[src/rtl/uart_rx_core_if.sv]
// Receive-side handshake bundle for uart_rx_core: received word, status flags and consumer ready.
// master = the receiver core, slave = the consumer of received words.
interface uart_rx_core_if #(
    parameter int DATA_BITS = 8
) ();
    logic [DATA_BITS-1:0] data_out;
    logic                 data_valid;
    logic                 data_ready;
    logic                 framing_error;
    logic                 parity_error;
    logic                 overrun_error;
    logic                 busy;

    modport master (
        output data_out, data_valid, framing_error, parity_error, overrun_error, busy,
        input  data_ready
    );

    modport slave (
        input  data_out, data_valid, framing_error, parity_error, overrun_error, busy,
        output data_ready
    );
endinterface

[src/rtl/uart_rx_core.sv]
// Oversampling UART receiver with majority-vote bit decision and a held-word valid/ready output.
// Optional parity bit checking is compiled in with `define UART_RX_PARITY_EN.
module uart_rx_core #(
    parameter int DATA_BITS  = 8,
    parameter int OVERSAMPLE = 16,
    parameter int STOP_BITS  = 1,
    parameter int PARITY_ODD = 0
) (
    input  logic              sys_clk,
    input  logic              reset_n,
    input  logic              sample_tick,
    input  logic              rx_in,
    uart_rx_core_if.master    rx_bus
);

    localparam int CW = $clog2(OVERSAMPLE);
    localparam int M  = OVERSAMPLE / 2;

    if (DATA_BITS < 5 || DATA_BITS > 9 || OVERSAMPLE < 8 || OVERSAMPLE > 64 ||
        (OVERSAMPLE % 2) != 0 || STOP_BITS < 1 || STOP_BITS > 2 ||
        PARITY_ODD < 0 || PARITY_ODD > 1) begin : g_bad_param
        $error("uart_rx_core: illegal parameter value");
    end

    typedef enum logic [2:0] {
        S_IDLE,
        S_START,
        S_DATA,
`ifdef UART_RX_PARITY_EN
        S_PARITY,
`endif
        S_STOP,
        S_WAIT_HIGH
    } state_t;

    state_t                 state_q, state_d;
    logic                   rx_sync_p0, rx_sync_p1;
    logic [CW-1:0]          cnt;
    logic [3:0]             bit_cnt;
    logic                   samp_a, samp_b;
    logic [DATA_BITS-1:0]   shift_q;
    logic                   stop_err_q;
    logic [DATA_BITS-1:0]   data_q;
    logic                   valid_q, fe_q, ov_q;
    logic                   maj, in_frame, decide, last_data, complete, frame_fe;

    // rx_sync_p1 is the synchronized line (idle high)
    always_ff @(posedge sys_clk or negedge reset_n) begin
        if (!reset_n) begin
            rx_sync_p0 <= 1'b1;
            rx_sync_p1 <= 1'b1;
        end else begin
            rx_sync_p0 <= rx_in;
            rx_sync_p1 <= rx_sync_p0;
        end
    end

    assign maj       = (samp_a & samp_b) | (samp_a & rx_sync_p1) | (samp_b & rx_sync_p1);
    assign in_frame  = (state_q != S_IDLE) && (state_q != S_WAIT_HIGH);
    assign decide    = sample_tick && in_frame && (cnt == CW'(M + 1));
    assign last_data = (bit_cnt == 4'(DATA_BITS - 1));
    assign complete  = decide && (state_q == S_STOP) && (bit_cnt == 4'(STOP_BITS - 1));
    assign frame_fe  = stop_err_q | ~maj;

    always_ff @(posedge sys_clk or negedge reset_n) begin
        if (!reset_n) state_q <= S_IDLE;
        else          state_q <= state_d;
    end

    always_comb begin
        state_d = state_q;
        case (state_q)
            S_IDLE:      if (sample_tick && !rx_sync_p1) state_d = S_START;
            S_START:     if (decide) state_d = maj ? S_IDLE : S_DATA;
`ifdef UART_RX_PARITY_EN
            S_DATA:      if (decide && last_data) state_d = S_PARITY;
            S_PARITY:    if (decide) state_d = S_STOP;
`else
            S_DATA:      if (decide && last_data) state_d = S_STOP;
`endif
            S_STOP:      if (complete) state_d = maj ? S_IDLE : S_WAIT_HIGH;
            S_WAIT_HIGH: if (sample_tick && rx_sync_p1) state_d = S_IDLE;
            default:     state_d = S_IDLE;
        endcase
    end

    always_comb begin
        rx_bus.busy = (state_q != S_IDLE);
    end

    // Bit timing, majority samples and frame assembly, all advanced by sample_tick only
    always_ff @(posedge sys_clk or negedge reset_n) begin
        if (!reset_n) begin
            cnt        <= '0;
            bit_cnt    <= '0;
            samp_a     <= 1'b1;
            samp_b     <= 1'b1;
            shift_q    <= '0;
            stop_err_q <= 1'b0;
        end else if (sample_tick) begin
            if (!in_frame)                         cnt <= '0;
            else if (cnt == CW'(OVERSAMPLE - 1))   cnt <= '0;
            else                                   cnt <= cnt + 1'b1;

            if (cnt == CW'(M - 1)) samp_a <= rx_sync_p1;
            if (cnt == CW'(M))     samp_b <= rx_sync_p1;

            if (decide) begin
                case (state_q)
                    S_START: begin
                        bit_cnt    <= '0;
                        stop_err_q <= 1'b0;
                    end
                    S_DATA: begin
                        shift_q <= {maj, shift_q[DATA_BITS-1:1]};
                        bit_cnt <= last_data ? 4'd0 : bit_cnt + 4'd1;
                    end
                    S_STOP: begin
                        stop_err_q <= stop_err_q | ~maj;
                        bit_cnt    <= complete ? 4'd0 : bit_cnt + 4'd1;
                    end
                    default: bit_cnt <= '0;
                endcase
            end
        end
    end

`ifdef UART_RX_PARITY_EN
    logic par_bit_q, pe_q, frame_pe;

    assign frame_pe = (^shift_q) ^ par_bit_q ^ (PARITY_ODD != 0);

    always_ff @(posedge sys_clk or negedge reset_n) begin
        if (!reset_n)                            par_bit_q <= 1'b0;
        else if (decide && state_q == S_PARITY)  par_bit_q <= maj;
    end

    always_ff @(posedge sys_clk or negedge reset_n) begin
        if (!reset_n)                                  pe_q <= 1'b0;
        else if (complete && (!valid_q || rx_bus.data_ready)) pe_q <= frame_pe;
    end

    assign rx_bus.parity_error = pe_q;
`else
    assign rx_bus.parity_error = 1'b0;
`endif

    // Output word handshake; a completion with the word still held only records an overrun
    always_ff @(posedge sys_clk or negedge reset_n) begin
        if (!reset_n) begin
            data_q  <= '0;
            valid_q <= 1'b0;
            fe_q    <= 1'b0;
            ov_q    <= 1'b0;
        end else if (complete) begin
            if (!valid_q || rx_bus.data_ready) begin
                data_q  <= shift_q;
                fe_q    <= frame_fe;
                valid_q <= 1'b1;
                ov_q    <= 1'b0;
            end else begin
                ov_q    <= 1'b1;
            end
        end else if (valid_q && rx_bus.data_ready) begin
            valid_q <= 1'b0;
        end
    end

    assign rx_bus.data_out      = data_q;
    assign rx_bus.data_valid    = valid_q;
    assign rx_bus.framing_error = fe_q;
    assign rx_bus.overrun_error = ov_q;

endmodule

[src/flat_wrapper.sv]
// flat-port wrapper written by rule: the top's interface ports become plain ports
module uart_rx_core_flat 
#(
    parameter int DATA_BITS  = 8,
    parameter int OVERSAMPLE = 16,
    parameter int STOP_BITS  = 1,
    parameter int PARITY_ODD = 0
)
  (sys_clk, reset_n, sample_tick, rx_in, rx_bus_data_out, rx_bus_data_valid, rx_bus_framing_error, rx_bus_parity_error, rx_bus_overrun_error, rx_bus_busy, rx_bus_data_ready);
  uart_rx_core_if #(.DATA_BITS(DATA_BITS)) rx_bus_i ();
  input  logic sys_clk;
  input  logic reset_n;
  input  logic sample_tick;
  input  logic rx_in;
  output wire logic [$bits(rx_bus_i.data_out)-1:0] rx_bus_data_out;
  output wire logic [$bits(rx_bus_i.data_valid)-1:0] rx_bus_data_valid;
  output wire logic [$bits(rx_bus_i.framing_error)-1:0] rx_bus_framing_error;
  output wire logic [$bits(rx_bus_i.parity_error)-1:0] rx_bus_parity_error;
  output wire logic [$bits(rx_bus_i.overrun_error)-1:0] rx_bus_overrun_error;
  output wire logic [$bits(rx_bus_i.busy)-1:0] rx_bus_busy;
  input wire logic [$bits(rx_bus_i.data_ready)-1:0] rx_bus_data_ready;
  assign rx_bus_data_out = rx_bus_i.data_out;
  assign rx_bus_data_valid = rx_bus_i.data_valid;
  assign rx_bus_framing_error = rx_bus_i.framing_error;
  assign rx_bus_parity_error = rx_bus_i.parity_error;
  assign rx_bus_overrun_error = rx_bus_i.overrun_error;
  assign rx_bus_busy = rx_bus_i.busy;
  assign rx_bus_i.data_ready = rx_bus_data_ready;
  uart_rx_core #(.DATA_BITS(DATA_BITS), .OVERSAMPLE(OVERSAMPLE), .STOP_BITS(STOP_BITS), .PARITY_ODD(PARITY_ODD)) u_core (.sys_clk(sys_clk), .reset_n(reset_n), .sample_tick(sample_tick), .rx_in(rx_in), .rx_bus(rx_bus_i));
endmodule
[config.mk]
export PLATFORM = sky130hd
export DESIGN_NAME = uart_rx_core_flat
export DESIGN_NICKNAME = d
export VERILOG_FILES = /design/src/rtl/uart_rx_core_if.sv /design/src/rtl/uart_rx_core.sv /design/src/flat_wrapper.sv
export SDC_FILE = /design/constraint.sdc
export NUM_CORES = 1
export LEC_CHECK = 0
export ABC_AREA = 1
export CORE_MARGIN = 2
export CORE_UTILIZATION = 50
export DETAILED_ROUTE_END_ITERATION = 16
export GPL_TIMING_DRIVEN = 0
export MAX_ROUTING_LAYER = met4
export PLACE_DENSITY = 0.83
export SYNTH_ARGS = -nofsm -noshare
export SYNTH_HDL_FRONTEND = slang
export SYNTH_SLANG_ARGS = --single-unit
[constraint.sdc]
create_clock -name sys_clk -period 1.46 [get_ports sys_clk]
set_input_delay 0.146 -clock sys_clk [delete_from_list [all_inputs] [get_ports sys_clk]]
set_output_delay 0.146 -clock sys_clk [all_outputs]
set_load 0.005 [all_outputs]
---- After elaboration in Yosys (flattened, before gate mapping) ----
Cells that the tools add are included.
storage, ports and cells
  output and inout port bits .............. 13
  word-level logic and storage cells ...... 81
  input port bits ......................... 5
  flip-flop bits (word level) ............. 35
operators by class
  reduce and logical (&&, ||, !) cells .... 25
  multiplexer cells ....................... 18
  bitwise logic cells ..................... 7
  eq/ne operators ......................... 16
  add/subtract/negate cells ............... 2
operators by type and width
  cell                                                  number
  2-to-1 mux 3 bit                                      6
  2-to-1 mux 4 bit                                      4
  one-hot mux 3 bit (5 select lines)                    1
  equality test 4 bit (second input constant)           3
  != test 2 x 1 -> 1 bit (second input constant)        5
  AND reduction 2 bit                                   5
  logical AND 1 bit                                     9
  adder 4 x 1 -> 4 bit (second input constant)          2
  equality test 4 x 3 -> 1 bit (second input constant)  2
  one-hot mux 4 bit (2 select lines)                    1
  equality test 3 x 2 -> 1 bit (second input constant)  2
  AND reduction 3 bit                                   2
  AND reduction 5 bit                                   1
  logical NOT 4 bit                                     1
  2-to-1 mux 1 bit                                      4
  nonzero test 2 bit                                    2
  bitwise AND 1 bit                                     3
  equality test 3 x 1 -> 1 bit (second input constant)  1
  equality test 3 bit (second input constant)           1
  logical NOT 3 bit                                     1
  != test 3 bit (second input constant)                 1
  OR 1 bit                                              3
  nonzero test 3 bit                                    1
  logical NOT 1 bit                                     2
  other kinds (5)                                       5

---- Longest topological paths before layout ----
  depth after elaboration ................. 8
  gate-level depth with buffers ........... 10
  depth with buffers taken out ............ 9

---- Least setup slack after synthesis ----
No wires, ideal clock.
  kind .................................... flip-flop to flip-flop
  start ................................... register u_core.cnt[1]
  end ..................................... register u_core.data_q[6] (netlist: u_core.rx_bus.data_out[6])
  data required time ...................... 1.343 ns
  slack ................................... -0.096 ns
  library setup time ...................... 0.117 ns
  arrival time ............................ 1.438 ns
  cell stages (with the launch flop) ...... 11
  period minus slack after synthesis ...... 1.556 ns
  path buffers ............................ 1
  cell sequence ........................... dfrtp_1 > inv_1 > ha_1 > inv_1 > nor2_1 > nand2_4 > nor2_4 > nand3_4 > buf_6 > nand2_1 > o21ai_2
between the ends
  word-level cells in the longest chain between the ends .. 5
RTL lines
  what                             line                 text
  from (decl)                      uart_rx_core.sv:38   logic [CW-1:0] cnt;
  from (signal assigned)           uart_rx_core.sv:103  else cnt <= cnt + 1'b1;
  equality test 4 bit              uart_rx_core.sv:60   assign decide = sample_tick && in_frame && (cnt == CW'(M + 1));
  logical AND 1 bit                uart_rx_core.sv:60
  logical AND 1 bit (2 in series)  uart_rx_core.sv:62   assign complete = decide && (state_q == S_STOP) && (bit_cnt == 4'(STOP_BITS - 1));
  AND reduction 2 bit (no line)    --
  to (signal assigned)             uart_rx_core.sv:157  data_q <= shift_q;
  to (decl)                        uart_rx_core.sv:43   logic [DATA_BITS-1:0] data_q;
Every way passes these cells.
A chain may end at the register's enable or synchronous reset.

---- Final worst setup path ----
  start ................................... register u_core.state_q[0]
  end ..................................... register u_core.data_q[6] (netlist: u_core.rx_bus.data_out[6])
between the ends
  word-level cells in the longest chain between the ends .. 7
  elaborated cells between the ends (all ways) .. 9
  those cells by class .................... eq/ne (2); reduce/logical (7)
RTL lines
  what                                                 line                text
  from (decl)                                          uart_rx_core.sv:36  state_t state_q, state_d;
  from (signal assigned)                               uart_rx_core.sv:67  else state_q <= state_d;
  != test 3 bit or nonzero test 3 bit (tied branches)  uart_rx_core.sv:59  assign in_frame = (state_q != S_IDLE) && (state_q != S_WAIT_HIGH);
  logical AND 1 bit                                    uart_rx_core.sv:59
  logical AND 1 bit (2 in series)                      uart_rx_core.sv:60
  logical AND 1 bit (*) (2 in series)                  uart_rx_core.sv:62
  AND reduction 2 bit (no line) (*)                    --
Every way passes the cells marked *; elsewhere a longest branch is shown, timed or not.

==> results.yml <==
run_status:
  status: "finished, violations left"
  violations: "setup timing"
setup_path:
  cpMostUsedCell: "nor2_4"
  path_class: "register to register"
  cp_slowest_cell: "dfrtp_2"
  required_ps: 1710
  path_cells: "nor2_4, buf_4, nor2_4, nand2_4, nor2_4, nand3_4, buf_12, nand2_2, o21ai_2"
  reg2reg_from: "u_core.state_q[0]"
  critical-path-max-stage-delay_ps: 430
  path_max_fanout: 10
  cp.arrival_ps: 1720
  crit_path_start: "u_core.state_q[0]"
  start_kind: "register"
  cp-end-kind: "register"
place:
  hpwlAfterDp_um: 2200
  place_congestion: 0.911
  dp.cells: 265
  io_buffers: 15
  post_dp_cell_area_sq_mm: 0.00198
routing:
  via_per_inst: 5.06
  totalWireLength_um: 3770
  route.detailed.drc: 0
  dr.pass1.iters: 4
  antenna_left: 0
  dr.first_iter.drc_count: 76
  vias: 1461
  wl_per_cell_um: 13.0
yosys:
  syn_inst: 204
  ys_seq_area_share_pct: 50.3
  syn_nets: 214
  ys.warnings.count: 0
  avgSynthCellArea_sq_um: 8.58
  ys_types: 27
  synth.cell_area_sq_mm: 0.00175
  ys_ff_latch: 35
cts:
  clock_sinks: 35
  cts.path.max_buffers: 2
  cts_buffers: 5
  htreeDepth: 2
  worstSkewPairLatency_ps: 340
  root_buffer: "clkbuf_4"
  cts_tree: "done"
  path_clk_slew_ps: 110
timing:
  worst_pin_slew_ps: 766
  fmax_ghz: 0.677
  slew_headroom_pct: 48.9
  finalClockSkew_ps: 9.02
  worst_slack_ps: -16.0
  drv_slew: 0
  rsz0062_at_grt: "yes"
  finalHoldViolations: 0
  min_period_ps: 1480
  setup_viol: 5
  post-route-period-util_pct: 101
final_layout:
  multi_input_area_sq_um: 831
  regArea_sq_um: 885
  final_cell_area_sq_mm: 0.00233
  drive_above_1_share_pct: 34.2
  n_fill_cell: 250
  final_common_cell: "nand2_1"
  final_cell_mix: "nand2_1 (38), dfrtp_1 (28), inv_1 (26)"
  nets: 252
  antenna_cells: 0
  area_growth_pct: 33.1
  stdcell_count: 289
grt:
  grt_overflow: 0
  antenna_found_initial: 0
  grtUsageTotal_pct: 20.2
  grt_pass1_vias: 1384
  grt_pass1_wl_um: 6070
  grt_max_degree: 36
pwr:
  ir_drop_mv: 1.26
  finalPower_mw: 3.55
  p_per_area_mw_per_mm2: 1520
  leakage_nw: 1.06
floorplanning:
  fp.coreArea_sq_mm: 0.00334
  start_util_pct: 52.5
  die_height_um: 63.2
  die_area_sq_mm: 0.00399
  dieWidth_um: 63.2
  io_pins: 18
  rows: 21
hold_path:
  hold_class: "primary input to register"
  hp-start: "sample_tick"
flow_run:
  max-cap-violations: 0
==> where the power goes <==
group	switching, mW	internal, mW
clock network	0.332	0.534
registers	0.179	1.17
logic	0.779	0.557
total	1.29	2.26
==> timing repair <==
item,4_1_cts,5_1_grt
pin swaps,4,6
setup buffers,13,4
hold buffers,1,0
endpoints found under the hold margin,31,0
resized for setup,9,31
gates cloned,0,0
endpoints found under the setup margin,22,25
==> stage by stage <==
step	hold slack (ps)	utilization, %	setup WS (ps)	TNS (ps)
2_1_floorplan	-150	-	18.3	0
3_3_place_gp	347	59.5	-474	-16570
3_5_place_dp	265	59.3	-191	-2030
4_1_cts	38.7	65.8	-3.53	-3.53
5_1_grt	37.3	69.8	-92.9	-1380
6_report	53.4	69.8	-16.0	-50.0
==> cells by family (layout without fill, tap and decap cells) <==
logic type      Yosys count  count (layout)  synth area share, %
xor+xnor                  3               3                 1.50
fa+ha+maj                 5               5                 3.57
other cells               1               1                0.214
flops                    35              35                 50.3
simple gates             89              89                 23.2
buf+inv                  38              77                 9.15
compound gates           33              33                 12.1
==> layer usage <==
layer	vias up	GRT usage, %	wire length [um]
li1	718	-	-
met1	689	24.2	1640
met2	46	32.7	1910
met3	8	5.54	147
met4	0	7.88	74
met5	-	-	0
==> registers in the layout, indices dropped and copies added, names as in the netlist <==
name	flops
u_core.bit_cnt	4
u_core.cnt	4
u_core.rx_bus.data_out	8
u_core.rx_bus.data_valid	1
u_core.rx_bus.framing_error	1
u_core.rx_bus.overrun_error	1
u_core.rx_sync_p0	1
u_core.rx_sync_p1	1
u_core.samp_a	1
u_core.samp_b	1
u_core.shift_q	8
u_core.state_q	3
u_core.stop_err_q	1
==> final timing paths <==
kind	end	slack, ps	cells past startpoint
worst max-delay path	u_core.rx_bus.data_out[6]	-20	9
worst min-delay path	u_core.cnt[2]	50	2
worst min register to register	u_core.rx_sync_p1	360	0
min in group asynchronous	u_core.cnt[2]	390	2
max in group asynchronous	u_core.cnt[0]	540	2
worst max register to register	u_core.rx_bus.data_out[6]	-20	9
==> final cells by class <==
type                    count  share of cell area [%]
plain buffers               3                    1.50
clock buffers               6                    1.77
multi-input cells         131                    35.7
flip-flops and latches     35                    38.0
inverters                  33                    5.32
clock inverters             2                    2.58
repair buffers             33                    12.7
well taps                  46                    2.47
==> worst max-delay path, delay by kind of cell, from the launching register on <==
kind | cells | cell delay (ps)
simple gates | 6 | 600
compound gates | 1 | 40
buf+inv | 2 | 320
flops | 1 | 430
==> synth_stat cells <==
library cell,instances,area (sq um)
o21ai_2,9,78.8
a21oi_1,2,10.0
ha_1,5,62.6
buf_2,2,10.0
o32ai_1,1,8.76
nor2_1,12,45.0
clkinv_1,1,3.75
dfrtp_1,31,776
inv_2,1,3.75
buf_4,2,15.0
nor2_2,1,6.26
nand3_4,1,17.5
dfstp_2,4,105
nand2_4,1,11.3
a31oi_1,1,6.26
nand3_1,18,90.1
conb_1,1,3.75
o21bai_2,1,11.3
buf_6,1,11.3
o21ai_0,14,70.1
nand4_1,1,6.26
o21ai_1,4,20.0
xor2_1,3,26.3
inv_1,31,116
o22ai_1,1,6.26
nand2_1,52,195
nor2_4,3,33.8
(Power assumes the default switching activity.)
==> variant: new RTL, same flow settings <==
Compare `bit_cnt` against `4'(DATA_BITS - 1)` with >= in place of ==.
--- a/src/rtl/uart_rx_core.sv
+++ b/src/rtl/uart_rx_core.sv
@@ -58,7 +58,7 @@
     assign maj       = (samp_a & samp_b) | (samp_a & rx_sync_p1) | (samp_b & rx_sync_p1);
     assign in_frame  = (state_q != S_IDLE) && (state_q != S_WAIT_HIGH);
     assign decide    = sample_tick && in_frame && (cnt == CW'(M + 1));
-    assign last_data = (bit_cnt == 4'(DATA_BITS - 1));
+    assign last_data = (bit_cnt >= 4'(DATA_BITS - 1));
     assign complete  = decide && (state_q == S_STOP) && (bit_cnt == 4'(STOP_BITS - 1));
     assign frame_fe  = stop_err_q | ~maj;
 
Formal check against the unedited RTL: same outputs for any inputs over 10 cycles, from zero or initial values and one cycle with reset_n low; that may be too few to reach the edited logic, so the function may still have changed.
==> variant against the original RTL <==
The run still ends with setup timing left. Core utilization fell by 1.4 points. Via count down 3.5%. Worst setup slack got worse by 17 ps. Power shrank 2.0%. Clock skew rose by 3.3 ps. Routed wire length down 10%. Area after synthesis down 1.9%. Critical path depth increased by 1. Maximum frequency decreased by 1.1%. Sequential cell count is the same. Final area is 2.7% lower. Critical endpoint is now u_core.rx_bus.data_out[3].
==> variant: results (changes against the original RTL) <==
[route]
wl_met3_um=136  ; was 147 um
dr_wl_met2_um=1670  ; was 1910 um

[cells_and_area]
layout.nets=245  ; was 252
inv_count=28  ; was 33
multiInputGateArea_um2=783  ; was 831 um2
seq-cell-share_pct=39.0  ; was 38.0%
fillers=248  ; was 250

[run_status]
status=finished with violations  ; unchanged
violations=setup timing  ; unchanged

[synth]
syn_nets=206  ; was 214
yosysSeqAreaShare_pct=51.3  ; was 50.3%
syn_area_mm2=0.00172  ; was 0.00175 mm2
netlist_top_cells_area=dfrtp_1 45%, nand2_1 12%, dfstp_2 6.1%, inv_1 5.9%, o21ai_0 5.2%  ; was dfrtp_1 44%, nand2_1 11%, inv_1 6.6%, dfstp_2 6.0%, nand3_1 5.1%

[critical_path]
crit_slowest_cell=dfrtp_1  ; was dfrtp_2
cp-startpoint=u_core.cnt[1]  ; was u_core.state_q[0]
max_stage_delay_ps=410  ; was 430 ps
arrival_ps=1750  ; was 1720 ps
rr_worst_depth=10  ; was 9

[place]
hpwl_um=2090  ; was 2200 um

[sta]
fin_ws_ps=-33.1  ; was -16.0 ps
finalSetupViolations=9  ; was 5

[power_and_ir_drop]
pg_comb_w=0.00124  ; was 0.00134 W
finalPower_w=0.00348  ; was 0.00355 W
swShare_pct=34.5  ; was 36.4%

[worst_hold_path]
hold_path_end=u_core.cnt[0]  ; was u_core.cnt[2]

[global_routing]
met3_usage_pct=4.86  ; was 5.54%
grt_usage_pct=19.7  ; was 20.2%
met2_usage_pct=33.7  ; was 32.7%
grtUsageMet1_pct=22.7  ; was 24.2%

[clock_network]
post_cts_resized=18  ; was 9

==> variant: changes by cell type after synthesis, moves of 2 or more <==
cell / unedited run / this run
inv_1: 31 / 27
nor2_1: 12 / 10
o21ai_1: 4 / 0
nand3_1: 18 / 15
nand2_1: 52 / 54
o21ai_0: 14 / 18
==> variant: through the flow <==
stage	area [um2]	instances	utilization, %	hold slack, ps	worst slack [ps]
2_1_floorplan	1740	196	-	-150	0.0370
3_3_place_gp	1950	257	59.0	350	-556
3_5_place_dp	1950	257	58.8	263	-158
4_1_cts	2190	277	66.3	55.3	-17.8
5_1_grt	2270	282	68.4	58.6	-111
6_report	2270	282	68.4	49.1	-33.1
==> variant: cells by family (layout without fill, tap and decap cells) <==
kind of cell             Yosys count  count (layout)  synth area share, %
other                              1               1                0.218
flip-flops                        35              35                 51.3
AND/OR/NAND/NOR                   88              88                 23.5
adder cells (fa/ha/maj)            5               5                 3.64
AO/OA/AOI/OAI                     32              32                 11.9
XOR/XNOR                           3               3                 1.53
buffers and inverters             32              72                 7.94
